==> src/rtl/ram_arb_pkg.sv <==
// ram_arb_pkg: shared types and constants for the two-port RAM arbiter.
// FSM state encoding, default bus widths and the grant-statistics counter width.
package ram_arb_pkg;

  typedef enum logic [1:0] {
    IDLE   = 2'd0,
    ACCESS = 2'd1,
    WAIT   = 2'd2,
    RESP   = 2'd3
  } state_t;

  localparam int ADDR_W_DEF = 8;
  localparam int DATA_W_DEF = 64;
  localparam int STATS_W    = 16;

endpackage

==> src/rtl/ram_arbiter_2p_rr_arbiter2.sv <==
// rr_arbiter2: two-requester round-robin pick plus the last-grant register.
// On a tie the requester that did not win last time is picked; last_grant
// only moves when the parent actually grants. Requester 0 wins the first tie.
module rr_arbiter2 (
  input  logic       clock,
  input  logic       reset_n,
  input  logic [1:0] req,
  input  logic       grant,
  output logic       pick
);

  logic last_grant;

  // Combinational pick of the requester to grant this cycle.
  always_comb begin
    // NOTE: pick gets a default before any branch so no latch is inferred.
    pick = 1'b0;
    if (req == 2'b10) begin
      pick = 1'b1;
    end else if (req == 2'b11) begin
      pick = ~last_grant;
    end
  end

  // Remember the most recent winner; reset value 1 hands the first tie to requester 0.
  always_ff @(posedge clock or negedge reset_n) begin
    if (!reset_n) begin
      last_grant <= 1'b1;
    end else if (grant) begin
      last_grant <= pick;
    end
  end

endmodule

==> src/rtl/ram_arbiter_2p.sv <==
// ram_arbiter_2p: shares one single-port RAM between two requesters.
// IDLE grants a requester, ACCESS drives the RAM for one cycle, WAIT covers
// the RAM read latency, RESP pulses the winner's rvalid.
// Optional build macro RAM_ARB_STATS_EN adds saturating per-requester grant
// counters grant_cnt0/grant_cnt1.
module ram_arbiter_2p
  import ram_arb_pkg::*;
#(
  parameter int ADDR_W = ADDR_W_DEF,
  parameter int DATA_W = DATA_W_DEF,
  parameter int RD_LAT = 1
) (
  input  logic              clock,
  input  logic              reset_n,
  input  logic              req0_valid,
  input  logic              req0_write,
  input  logic [ADDR_W-1:0] req0_addr,
  input  logic [DATA_W-1:0] req0_wdata,
  output logic              req0_ready,
  output logic              req0_rvalid,
  output logic [DATA_W-1:0] req0_rdata,
  input  logic              req1_valid,
  input  logic              req1_write,
  input  logic [ADDR_W-1:0] req1_addr,
  input  logic [DATA_W-1:0] req1_wdata,
  output logic              req1_ready,
  output logic              req1_rvalid,
  output logic [DATA_W-1:0] req1_rdata,
  output logic [63:0]       ram_address,
  output logic [DATA_W-1:0] ram_in,
  output logic              ram_write,
  input  logic [DATA_W-1:0] ram_out,
  output logic              busy
`ifdef RAM_ARB_STATS_EN
  ,
  output logic [STATS_W-1:0] grant_cnt0,
  output logic [STATS_W-1:0] grant_cnt1
`endif
);

  state_t      state;
  logic [1:0]  wait_cnt;   // remaining WAIT cycles minus one (RD_LAT <= 4)
  logic        winner;     // id of the requester being served
  logic        lat_write;  // latched request direction
  logic        pick;
  logic        grant_en;

  logic              sel_write;
  logic [ADDR_W-1:0] sel_addr;
  logic [DATA_W-1:0] sel_wdata;

  rr_arbiter2 u_arb (
    .clock   (clock),
    .reset_n (reset_n),
    .req     ({req1_valid, req0_valid}),
    .grant   (grant_en),
    .pick    (pick)
  );

  // A grant happens only from IDLE, never while reset is held.
  assign grant_en = reset_n && (state == IDLE) && (req0_valid || req1_valid);

  // NOTE: ready is combinational so it pulses in the same cycle the winning
  // valid is seen; the edge closing that cycle is the acceptance edge.
  assign req0_ready = grant_en && !pick;
  assign req1_ready = grant_en &&  pick;

  assign sel_write = pick ? req1_write : req0_write;
  assign sel_addr  = pick ? req1_addr  : req0_addr;
  assign sel_wdata = pick ? req1_wdata : req0_wdata;

  assign busy = (state != IDLE);

  // Main FSM with registered RAM controls, read capture and rvalid pulses.
  always_ff @(posedge clock or negedge reset_n) begin
    if (!reset_n) begin
      state       <= IDLE;
      wait_cnt    <= 2'd0;
      winner      <= 1'b0;
      lat_write   <= 1'b0;
      ram_write   <= 1'b0;
      ram_address <= '0;
      ram_in      <= '0;
      req0_rvalid <= 1'b0;
      req1_rvalid <= 1'b0;
      req0_rdata  <= '0;
      req1_rdata  <= '0;
    end else begin
      // NOTE: every register here uses non-blocking assignments so all of
      // them sample pre-edge values; pulses default low and are set below.
      ram_write   <= 1'b0;
      req0_rvalid <= 1'b0;
      req1_rvalid <= 1'b0;
      unique case (state)
        IDLE: begin
          if (grant_en) begin
            winner      <= pick;
            lat_write   <= sel_write;
            ram_write   <= sel_write;
            ram_address <= 64'(sel_addr);
            ram_in      <= sel_wdata;
            state       <= ACCESS;
          end
        end
        ACCESS: begin
          wait_cnt <= 2'(RD_LAT - 1);
          state    <= lat_write ? IDLE : WAIT;
        end
        WAIT: begin
          if (wait_cnt == 2'd0) begin
            if (winner) begin
              req1_rdata  <= ram_out;
              req1_rvalid <= 1'b1;
            end else begin
              req0_rdata  <= ram_out;
              req0_rvalid <= 1'b1;
            end
            state <= RESP;
          end else begin
            wait_cnt <= wait_cnt - 2'd1;
          end
        end
        RESP: begin
          state <= IDLE;
        end
        default: begin
          state <= IDLE;
        end
      endcase
    end
  end

`ifdef RAM_ARB_STATS_EN
  // Saturating grant counters, one per requester.
  always_ff @(posedge clock or negedge reset_n) begin
    if (!reset_n) begin
      grant_cnt0 <= '0;
      grant_cnt1 <= '0;
    end else if (grant_en) begin
      if (!pick && (grant_cnt0 != '1)) grant_cnt0 <= grant_cnt0 + STATS_W'(1);
      if ( pick && (grant_cnt1 != '1)) grant_cnt1 <= grant_cnt1 + STATS_W'(1);
    end
  end
`endif

endmodule

==> config.mk <==
export PLATFORM = sky130hd
export DESIGN_NAME = ram_arbiter_2p
export DESIGN_NICKNAME = d
export VERILOG_FILES = /design/src/rtl/ram_arb_pkg.sv /design/src/rtl/ram_arbiter_2p_rr_arbiter2.sv /design/src/rtl/ram_arbiter_2p.sv
export SDC_FILE = /design/constraint.sdc
export NUM_CORES = 1
export LEC_CHECK = 0
export ABC_CLOCK_PERIOD_IN_PS = 1800
export BUFFER_PORTS_ARGS = -buffer_cell sky130_fd_sc_hd__buf_2
export CORE_AREA = 2 2 184 186
export CTS_CLUSTER_DIAMETER = 30
export CTS_CLUSTER_SIZE = 25
export DETAILED_ROUTE_END_ITERATION = 12
export DIE_AREA = 0 0 186 188
export PLACE_DENSITY = 0.56
export SETUP_SLACK_MARGIN = 0.5
export SYNTH_ARGS = -nofsm -noshare
export SYNTH_HDL_FRONTEND = slang
export SYNTH_SLANG_ARGS = --single-unit
==> constraint.sdc <==
create_clock -name clock -period 1.8 [get_ports clock]
set_input_delay 0.09 -clock clock [delete_from_list [all_inputs] [get_ports clock]]
set_output_delay 0.09 -clock clock [all_outputs]
set_load 0.005 [all_outputs]
==> flow_summary_export.csv <==
group,metric,value,unit
pwr,power.density,1700,nW/µm²
sta,max-slew-margin-rel,55.9,%
sta,period_needed,1870,ps
critical_path,worst-r2r-cell-count,10,
drt,vias,8723,
placed_design,io_buffers,419,
outcome,run_status,"finished with violations",
finish,area_occupied_by_multi_input_gates,4360,µm²
grt,grt_first_pass_wirelength,53700,µm
synth,ys_seq_area_share,56.9,%
sta,timing.fmax,0.536,GHz
flow_run,drv.max_cap_violation_count,0,
clocking,cts.reportedPaths.clkPinSlew,50,ps
grt,grt.overflow.total,0,
synth,synth_area_per_cell,13.2,µm²
clocking,cts_tree,"built",
sta,timing.final.ws_setup,-66.7,ps
drt,wl,36700,µm
critical_path,worst-endpoint-required,1710,ps
synth,synthesis.yosys.warnings,0,
drt,detail-route-antenna-nets,0,
floorplanning,chipHeight,188,µm
drt,wl_per_cell,19.3,µm
sta,final_hold_viol_count,0,
placed_design,hpwl,21100,µm
clocking,insertion_delay,560,ps
synth,syn_area,9230,µm²
grt,largest_net_degree_at_the_start_of_global_routing,120,
clocking,clkSinkCount,210,
floorplanning,floorplan.rows,67,
pwr,ir_drop,0.756,mV
floorplanning,core_area,33100,µm²
sta,rsz_0062_raised_after_global_routing,"yes",
drt,initial_drc_count,303,
placed_design,globalplace.congestion,0.785,
drt,detail_route.first_pass.iterations,4,
synth,netlist.area_leader.share,56.7,%
clocking,clock_path_buffers,3,
pwr,total_leakage_power,0.00868,µW
synth,synth_top_area_cell,"sky130_fd_sc_hd__dfrtp_1",
sta,finalSetupViolCount,57,
floorplanning,floorplan.die_area,35000,µm²
critical_path,worstSetupStartpoint,"state[0]",
critical_path,rr_startpoint,"wait_cnt[1]",
synth,postSynthCellCount,701,
finish,number_of_inserted_filler_cells_in_the_final_layout,2668,
grt,antenna_found_initial,1,
critical_path,worst_ep_arrival_time,1780,ps
outcome,violations,"setup timing",
floorplanning,dieWidth,186,µm
critical_path,r2r_end,"req0_rdata[59]",
synth,synth_cell_types,31,
clocking,cts-root-buf,"sky130_fd_sc_hd__clkbuf_16",
finish,post_route_cells_drive_above_1_share,56.7,%
min_path,worst_hold_path_type,"primary input to register",
critical_path,ff2ff_setup_slack,-50,ps
critical_path,critPathMaxFanout,7,
floorplanning,boundaryPins,476,
clocking,htreeDepth,2,
synth,yosys_register_bits,210,
drt,drc_errors,0,
grt,grtUsageTotal,19.8,%
grt,grt_pass1_vias,9342,
critical_path,timing.critical_path.from_type,"register",
finish,ff_latch_area,5260,µm²
floorplanning,initial_core_util,27.9,%
clocking,cts_made_buffers,52,
finish,nNetsFinal,1631,
pwr,totalPowerFinal,30500,µW
synth,synth_area_leaders,"sky130_fd_sc_hd__dfrtp_1 (57%), sky130_fd_sc_hd__mux2_2 (9.6%), sky130_fd_sc_hd__mux2_4 (8.0%)",
sta,timing_worst_slew_pin_value,662,ps
sta,final-max-slew-violation-count,0,
sta,clock_skew,16.6,ps
critical_path,worst_setup_path_end_kind,"output pin",
critical_path,crit_type,"register to output pin",
placed_design,pre_cts_slack,-22.3,ps
sta,period_share,104,%
finish,areaGrowthSynthToFinish,94.0,%
critical_path,cp-endpoint,"req0_ready",
drt,detail_route.vias_per_cell,4.58,
==> metal layers <==
metal / GRT usage (%) / wire length (µm) / vias up / share of wire, %
li1: - / - / 3905 / -
met1: 23.6 / 14200 / 4298 / 39
met2: 34.6 / 18700 / 446 / 51
met3: 5.05 / 2890 / 74 / 7.9
met4: 6.21 / 937 / 0 / 2.6
met5: 0 / 0 / - / 0
==> critical path, stage by stage, from the launching register on <==
cell,delay (ps)
sky130_fd_sc_hd__dfrtp_2,450
sky130_fd_sc_hd__or3b_4,410
sky130_fd_sc_hd__nor3b_4,210
sky130_fd_sc_hd__buf_2,160
==> worst min path at each step <==
stage	startpoint	endpoint	slack (ps)	depth (start not counted)
3_3_place_gp	reset_n	async pin	200	2
3_5_place_dp	reset_n	async pin	200	2
4_1_cts	req0_wdata[14]	ram_in[14]	0.1	4
5_1_grt	req0_wdata[19]	ram_in[19]	40	4
6_report	req0_wdata[63]	ram_in[63]	30	4
2_1_floorplan	reset_n	async pin	-210	0
==> cells in the mapped netlist <==
cell type,number
sky130_fd_sc_hd__buf_2,13
sky130_fd_sc_hd__or2_2,1
sky130_fd_sc_hd__ha_1,1
sky130_fd_sc_hd__or3b_4,1
sky130_fd_sc_hd__a21o_1,1
sky130_fd_sc_hd__nor3_1,73
sky130_fd_sc_hd__nor2_1,3
sky130_fd_sc_hd__conb_1,1
sky130_fd_sc_hd__nand3b_1,1
sky130_fd_sc_hd__nor3b_4,1
sky130_fd_sc_hd__mux2_4,49
sky130_fd_sc_hd__clkbuf_1,18
sky130_fd_sc_hd__and3_1,1
sky130_fd_sc_hd__buf_4,61
sky130_fd_sc_hd__o21a_1,1
sky130_fd_sc_hd__or2_1,1
sky130_fd_sc_hd__nor3b_2,1
sky130_fd_sc_hd__mux2_2,79
sky130_fd_sc_hd__nor2b_1,1
sky130_fd_sc_hd__mux2i_1,3
sky130_fd_sc_hd__o21ai_1,1
sky130_fd_sc_hd__dfrtp_1,209
sky130_fd_sc_hd__buf_1,5
sky130_fd_sc_hd__a21oi_1,2
sky130_fd_sc_hd__inv_1,5
sky130_fd_sc_hd__nand2b_1,1
sky130_fd_sc_hd__dfstp_2,1
sky130_fd_sc_hd__o21ai_0,2
sky130_fd_sc_hd__nand2_1,77
sky130_fd_sc_hd__a221o_1,73
sky130_fd_sc_hd__buf_6,14
==> cells in the final DEF (no fill, tap or decap), drive strengths merged, types with 2 or more instances in the layout <==
master       instances
a21oi                2
a221o               73
buf                512
bufinv               8
clkbuf              72
clkinv              16
clkinvlp             4
conb                56
dfrtp              209
dlygate4sd3        197
inv                  7
mux2               128
mux2i                3
nand2               77
nor2                 3
nor3                73
nor3b                2
o21ai                3
or2                  3
==> registers in the layout (all words and copies together) (netlist names), 2 cells and up, named ones only <==
register,flops
req0_rdata,64
req1_rdata,64
ram_in,64
ram_address,8
wait_cnt,2
==> what timing repair did <==
action                                  in CTS  in global routing
cloned                                      18                  9
hold endpoints to repair                   356                  0
endpoints found under the setup margin     210                265
setup buffers                               32                 12
hold buffers                               197                  0
resized for setup                          116                 68
pin swaps                                   17                 36
==> cell type report <==
class                      instances  area share (%)
multi-input combinational        431            24.3
clock buffer                      65            7.82
tap                              448            3.13
inverter                           5           0.105
timing repair buffer             716            32.9
clock inverter                    30            2.38
sequential                       210            29.4
antenna                            1          0.0140
==> cells by family after synthesis <==
| family | after synthesis | synth area share (%) |
|---|---|---|
| buf+inv | 116 | 8.51 |
| other cells | 1 | 0.0406 |
| fa+ha+maj | 1 | 0.136 |
| simple gates | 162 | 8.09 |
| compound gates | 80 | 8.35 |
| mux | 131 | 17.9 |
| flops | 210 | 56.9 |
==> report_power, final <==
part	leakage, µW	total, µW	switching [µW]	internal [µW]
logic	0.00525	12300	4870	7440
registers	0.00253	8560	1460	7090
clock network	0.000890	9640	2980	6660
total	0.00868	30500	9310	21200
==> per-stage QoR <==
stage               instance area [µm²]  utilization [%]  instances  setup TNS, ps  hold slack [ps]
floorplan                          9990                -        756              0             -206
global placement                  12200             36.8       1542              0              203
detailed placement                12200             36.8       1542           -224              201
CTS                               17300             52.3       1884          -4950            0.120
global route                      17900             54.1       1906          -8250             36.8
finish                            17900             54.1       1906          -1180             26.8
Power figures use the tool's default switching activity.
